==> config.mk <==
export PLATFORM = sky130hd
export DESIGN_NAME = wb_slot_arbiter
export DESIGN_NICKNAME = d
export VERILOG_FILES = /design/src/rtl/wb_slot_arbiter.sv
export SDC_FILE = /design/constraint.sdc
export NUM_CORES = 1
export LEC_CHECK = 0
export CAP_MARGIN = 20
export CORE_UTILIZATION = 50
export CTS_CLUSTER_DIAMETER = 100
export DETAILED_ROUTE_END_ITERATION = 12
export DONT_BUFFER_PORTS = 1
export GPL_TIMING_DRIVEN = 0
export PLACE_DENSITY_LB_ADDON = 0.25
export SKIP_CTS_REPAIR_TIMING = 1
export SLEW_MARGIN = 5
export SYNTH_ARGS = -nofsm -noshare
export SYNTH_HDL_FRONTEND = slang
export SYNTH_SLANG_ARGS = --single-unit
==> constraint.sdc <==
create_clock -name wb_clock_i -period 1.7 [get_ports wb_clock_i]
set_input_delay 0.255 -clock wb_clock_i [delete_from_list [all_inputs] [get_ports wb_clock_i]]
set_output_delay 0.255 -clock wb_clock_i [all_outputs]
set_load 0.005 [all_outputs]
==> src/rtl/wb_slot_arbiter.sv <==
// -----------------------------------------------------------------------------
// wb_slot_arbiter
//   Time-division arbiter that lets NUM_WBC pipelined Wishbone controllers and
//   the CPU share one Wishbone bus. A slot counter advances on every
//   clk8_en_i pulse. SLOT_MAP names the owner of each slot. At most one
//   single-beat transaction is issued per slot, and an issue/ack FSM tracks it.
//
//   Optional feature (compile-time macro WB_SLOT_RECLAIM_EN):
//     defined   - a controller slot whose owner has no CYC&STB at slot start is
//                 donated to the lowest-index requesting controller.
//     undefined - an unused controller slot stays idle.
//
// Ports
//   wb_clock_i, wb_reset_i      clock, synchronous active-high reset
//   clk8_en_i                   slot advance pulse
//   wbc_*                       per-controller Wishbone slave side
//                               (controller k at slice k)
//   wb_*                        shared Wishbone master side
//   cpu_grant_en_o              pulse at the start of each run of CPU slots
//   overrun_o                   pulse when a slot starts while a transaction
//                               is still open
// -----------------------------------------------------------------------------
module wb_slot_arbiter #(
    parameter int NUM_WBC       = 2,
    parameter int SLOT_BITS     = 3,
    parameter int OWNER_W       = 2,
    parameter logic [(OWNER_W<<SLOT_BITS)-1:0] SLOT_MAP = 16'h5F00,
    parameter int WB_ADDR_WIDTH = 16,
    parameter int DATA_WIDTH    = 8
) (
    input  logic                             wb_clock_i,
    input  logic                             wb_reset_i,
    input  logic                             clk8_en_i,
    input  logic [NUM_WBC*WB_ADDR_WIDTH-1:0] wbc_addr_i,
    input  logic [NUM_WBC*DATA_WIDTH-1:0]    wbc_dout_i,
    output logic [NUM_WBC*DATA_WIDTH-1:0]    wbc_din_o,
    input  logic [NUM_WBC-1:0]               wbc_we_i,
    input  logic [NUM_WBC-1:0]               wbc_cycle_i,
    input  logic [NUM_WBC-1:0]               wbc_strobe_i,
    output logic [NUM_WBC-1:0]               wbc_stall_o,
    output logic [NUM_WBC-1:0]               wbc_ack_o,
    output logic [WB_ADDR_WIDTH-1:0]         wb_addr_o,
    output logic [DATA_WIDTH-1:0]            wb_dout_o,
    output logic                             wb_we_o,
    output logic                             wb_cycle_o,
    output logic                             wb_strobe_o,
    input  logic [DATA_WIDTH-1:0]            wb_din_i,
    input  logic                             wb_stall_i,
    input  logic                             wb_ack_i,
    output logic                             cpu_grant_en_o,
    output logic                             overrun_o
);

    localparam int NSLOT = 1 << SLOT_BITS;
    localparam logic [OWNER_W-1:0] CPU_CODE = '1;

    typedef enum logic [1:0] {S_IDLE, S_ISSUE, S_WAIT_ACK} state_t;

    state_t               state_q, state_d;
    logic [SLOT_BITS-1:0] slot_q, slot_d;
    logic                 start_q, start_d;
    logic [OWNER_W-1:0]   owner_q, owner_d;
    // Controller of the open transaction; kept apart from owner_q so that a
    // slot start during an overrun cannot move the bus mux mid-transaction.
    logic [OWNER_W-1:0]   gnt_q, gnt_d;

    logic [NUM_WBC-1:0]   req;
    logic [SLOT_BITS-1:0] prev_slot;
    logic [OWNER_W-1:0]   slot_owner, prev_owner;
    logic                 slot_is_wbc, own_req;
`ifdef WB_SLOT_RECLAIM_EN
    logic                 donee_found;
    logic [OWNER_W-1:0]   donee;
`endif

    function automatic logic [OWNER_W-1:0] map_owner(input logic [SLOT_BITS-1:0] s);
        logic [OWNER_W-1:0] o;
        o = '0;
        for (int i = 0; i < NSLOT; i++)
            if (s == SLOT_BITS'(i)) o = SLOT_MAP[i*OWNER_W +: OWNER_W];
        return o;
    endfunction

    assign req        = wbc_cycle_i & wbc_strobe_i;
    assign prev_slot  = slot_q - SLOT_BITS'(1);
    assign slot_owner = map_owner(slot_q);
    assign prev_owner = map_owner(prev_slot);
    // Codes at or above NUM_WBC that are not the CPU code mark idle slots.
    assign slot_is_wbc = (slot_owner != CPU_CODE) && (int'(slot_owner) < NUM_WBC);
    assign wbc_din_o   = {NUM_WBC{wb_din_i}};

    always_comb begin
        own_req = 1'b0;
        for (int k = 0; k < NUM_WBC; k++)
            if (slot_owner == OWNER_W'(k)) own_req = req[k];
    end

`ifdef WB_SLOT_RECLAIM_EN
    always_comb begin
        donee_found = 1'b0;
        donee       = '0;
        for (int k = 0; k < NUM_WBC; k++) begin
            if (!donee_found && req[k] && slot_owner != OWNER_W'(k)) begin
                donee_found = 1'b1;
                donee       = OWNER_W'(k);
            end
        end
    end
`endif

    // Slot bookkeeping and the issue/ack FSM.
    always_comb begin
        slot_d         = clk8_en_i ? slot_q + SLOT_BITS'(1) : slot_q;
        start_d        = clk8_en_i;
        owner_d        = owner_q;
        gnt_d          = gnt_q;
        state_d        = state_q;
        cpu_grant_en_o = 1'b0;
        overrun_o      = 1'b0;
        wb_cycle_o     = 1'b0;
        wb_strobe_o    = 1'b0;

        if (start_q) begin
            owner_d        = slot_owner;
            cpu_grant_en_o = (slot_owner == CPU_CODE) && (prev_owner != CPU_CODE);
            overrun_o      = (state_q != S_IDLE);
        end

        case (state_q)
            S_IDLE: begin
                // A start that lands during an open transaction is simply lost:
                // only a start seen from IDLE may issue.
                if (start_q && slot_is_wbc) begin
                    if (own_req) begin
                        gnt_d   = slot_owner;
                        state_d = S_ISSUE;
                    end
`ifdef WB_SLOT_RECLAIM_EN
                    else if (donee_found) begin
                        gnt_d   = donee;
                        owner_d = donee;
                        state_d = S_ISSUE;
                    end
`endif
                end
            end
            S_ISSUE: begin
                wb_cycle_o  = 1'b1;
                wb_strobe_o = 1'b1;
                if (!wb_stall_i) state_d = wb_ack_i ? S_IDLE : S_WAIT_ACK;
            end
            S_WAIT_ACK: begin
                wb_cycle_o = 1'b1;
                if (wb_ack_i) state_d = S_IDLE;
            end
            default: state_d = S_IDLE;
        endcase
    end

    // Bus mux and per-controller handshake returns.
    always_comb begin
        wb_addr_o   = '0;
        wb_dout_o   = '0;
        wb_we_o     = 1'b0;
        wbc_stall_o = '1;
        wbc_ack_o   = '0;
        for (int k = 0; k < NUM_WBC; k++) begin
            if (gnt_q == OWNER_W'(k)) begin
                wb_addr_o = wbc_addr_i[k*WB_ADDR_WIDTH +: WB_ADDR_WIDTH];
                wb_dout_o = wbc_dout_i[k*DATA_WIDTH +: DATA_WIDTH];
                wb_we_o   = wbc_we_i[k];
                if (state_q == S_ISSUE) wbc_stall_o[k] = wb_stall_i;
                // An ack arriving together with acceptance is forwarded too.
                wbc_ack_o[k] = wb_ack_i &&
                               ((state_q == S_WAIT_ACK) || (state_q == S_ISSUE && !wb_stall_i));
            end
        end
    end

    always_ff @(posedge wb_clock_i) begin
        if (wb_reset_i) begin
            state_q <= S_IDLE;
            slot_q  <= '1;
            start_q <= 1'b0;
            owner_q <= '0;
            gnt_q   <= '0;
        end else begin
            state_q <= state_d;
            slot_q  <= slot_d;
            start_q <= start_d;
            owner_q <= owner_d;
            gnt_q   <= gnt_d;
        end
    end

endmodule

==> metrics <==
reg-to-reg startpoint=slot_q[0]$_SDFFE_PP1P_; Hold Vio Cnt, Final=0; Die Wd=48.0 um; Core Area=0.00198 mm^2; number of I/O pins=116; power per cell area=512 mW/mm^2; multi-input logic area=787 um^2; DR iter-0 viols=18; vias per inst=5.65; Critical path buffers and inverters=2; Mean Syn Cell Area=7.56 um^2; Post-Route WL=2480 um; Critical Path RT=1.84 ns; WHS Path Cells=1; Leakage=0.000491 uW; share of cells above drive strength 1=0.310; Area Overhead vs Synth=16.5%; CP Data Arrival Time=1.92 ns; Rows=16; FF/Latch Area=168 um^2; f_max=0.563 GHz; gpl congestion=0.791; Reg2Reg Depth=7; Total GRT Usage=0.165; number of diodes=0; worst hold slack=0.0636 ns; Crit Path Category=reg -> reg; Mapped Cells=140; Post-DP HPWL=1910 um; Slew Viols, Final=0; Tot Pwr=632 uW; Hold Path Class=in -> reg; crit-path max cell delay=0.38 ns; commonest non-fill, non-tap cell in the layout=nor2_1; TritonCTS clock tree=yes; Final Net Count=223; setup slack after layout=-0.0774 ns; H-tree depth=1; Seq cells post-synth=8; antenna violations before repair=0; clock tree root driver cell=clkbuf_4; post-synthesis cell type count=27; first-pass GRT wire length=2690 um; remaining max-slew budget at the tightest pin=0.773; crit end category=register; fillers=174; critical path startpoint category=register; unrepaired setup endpoints after global routing=yes; die height=48.0 um; Worst path slowest cell=dfxtp_4; failing checks=negative setup slack; clock slew at reported path FFs=0.05 ns; Final setup viols=5; most frequent cells in the layout=31 x nor2_1, 25 x mux2i_1, 20 x buf_4; Overflow after GRT=0; CP Depth=7; crit-path max FO=5; Post-route DRC=0; crit-path leading delay family=compound AO/OA/AOI/OAI gates; post-synthesis sequential area ratio=0.151; reg-to-reg endpoint=gnt_q[0]$_SDFFE_PP0P_; final worst path period need=1.78 ns; die area=0.00230 mm^2; Worst Skew=0.00478 ns; Syn Nets=216; vias post-DR=972; Synth Warn #=0; clock buffer count from CTS=3; Hold Startpoint=wb_reset_i; CP Cell Sequence=inv_4 > ha_4 > o31a_1 > o32ai_4 > buf_4 > a41o_2 > a21oi_2; Hold Path End=state_q[1]$_SDFFE_PP0P_; CTS max path bufs=2; Worst VDD drop=0.523 mV; FF-to-FF setup slack=-0.08 ns; MaxCap Viol Count=0; Routed Antenna Nets=0; DR WL/cell=14.4 um; Worst-Skew Late Latency=0.25 ns; Sink Count=8; largest net degree at the start of global routing=11; crit share post-route=1.05; Worst Max-Slew Pin Slew=0.341 ns; status=complete, but fails checks; iteration count of the initial detailed-routing pass=4; Port Buf Inserts=0; Initial Util=0.534; Mapped Area=0.00106 mm^2; vias in the first global route=688
layer usage:
metal	GRT usage	part of all wire
met5	0	0
met4	0	0.0076
met3	0.0528	0.077
met2	0.305	0.52
met1	0.196	0.40
worst register-to-register path, cell delays in order (launching register included):
cell and delay [ns]:
dfxtp_4 0.38, inv_4 0.05, ha_4 0.17, o31a_1 0.34
o32ai_4 0.34, buf_4 0.18, a41o_2 0.18, a21oi_2 0.03
worst max-delay path by stage:
stage	startpoint	endpoint	slack, ns
final	slot_q[0]$_SDFFE_PP1P_	gnt_q[0]$_SDFFE_PP0P_	-0.08
after global routing	slot_q[0]$_SDFFE_PP1P_	cpu_grant_en_o	-0.15
after CTS	slot_q[0]$_SDFFE_PP1P_	state_q[0]$_SDFFE_PP0P_	-0.16
after detailed placement	slot_q[0]$_SDFFE_PP1P_	state_q[0]$_SDFFE_PP0P_	-0.15
after global placement	slot_q[0]$_SDFFE_PP1P_	state_q[0]$_SDFFE_PP0P_	-0.11
after floorplan	slot_q[0]$_SDFFE_PP1P_	gnt_q[1]$_SDFFE_PP0P_	0.03
sequential cells by signal, summed over array words and instances, names as in the netlist:
signal	count
gnt_q	2
start_q	1
state_q	2
slot_q	3
layout make-up:
cell class	count	area share
multi-input cells	99	0.638
flip-flops and latches	8	0.136
plain buffers	21	0.127
inverters	11	0.0355
well taps	27	0.0274
clock buffers	3	0.0183
repair buffers	3	0.0183
stage by stage:
step                TNS, ns  cells  instance area, um^2  worst slack [ns]  utilization
CTS                  -0.738    170                 1110            -0.159        0.563
finish               -0.304    172                 1230           -0.0774        0.622
detailed placement   -0.347    167                 1090            -0.147        0.551
floorplan                 0    140                 1060            0.0276            -
global route         -0.585    172                 1230            -0.155        0.622
global placement     -0.220    167                 1090            -0.110        0.551
power by group:
part | switching, uW | internal (uW) | total, uW
clock network | 59.5 | 80.4 | 140
logic | 140 | 135 | 275
registers | 16.7 | 200 | 217
synth_stat cells:
cell,n,area (um^2)
o41a_1,1,11.3
nand2_1,7,26.3
a211o_1,2,17.5
mux2i_1,25,250
a31oi_1,1,6.26
a2bb2oi_1,1,8.76
nor2_1,33,124
xnor2_1,1,8.76
nand2b_1,1,6.26
dfxtp_1,8,160
nor2b_1,1,6.26
and3_1,1,6.26
nand3_1,3,15.0
a41o_2,1,11.3
clkbuf_1,3,11.3
ha_1,9,113
a221oi_1,1,8.76
o31a_1,1,8.76
buf_4,16,120
a22oi_1,1,7.51
o32ai_4,1,27.5
o21ai_0,1,5.00
inv_1,11,41.3
nor3_1,2,10.0
o211ai_1,3,22.5
a21oi_1,2,10.0
buf_2,3,15.0
cell families (layout without fill, tap and decap cells):
kind of cell             after synthesis  in the layout  share of synthesized area
buffers and inverters                 33             38                      0.177
adder cells (fa/ha/maj)                9              9                      0.106
AND/OR/NAND/NOR                       48             48                      0.183
multiplexers                          25             25                      0.236
AO/OA/AOI/OAI                         16             16                      0.137
flip-flops                             8              8                      0.151
XOR/XNOR                               1              1                    0.00828
Note: power is estimated with default switching activity, not from simulation.
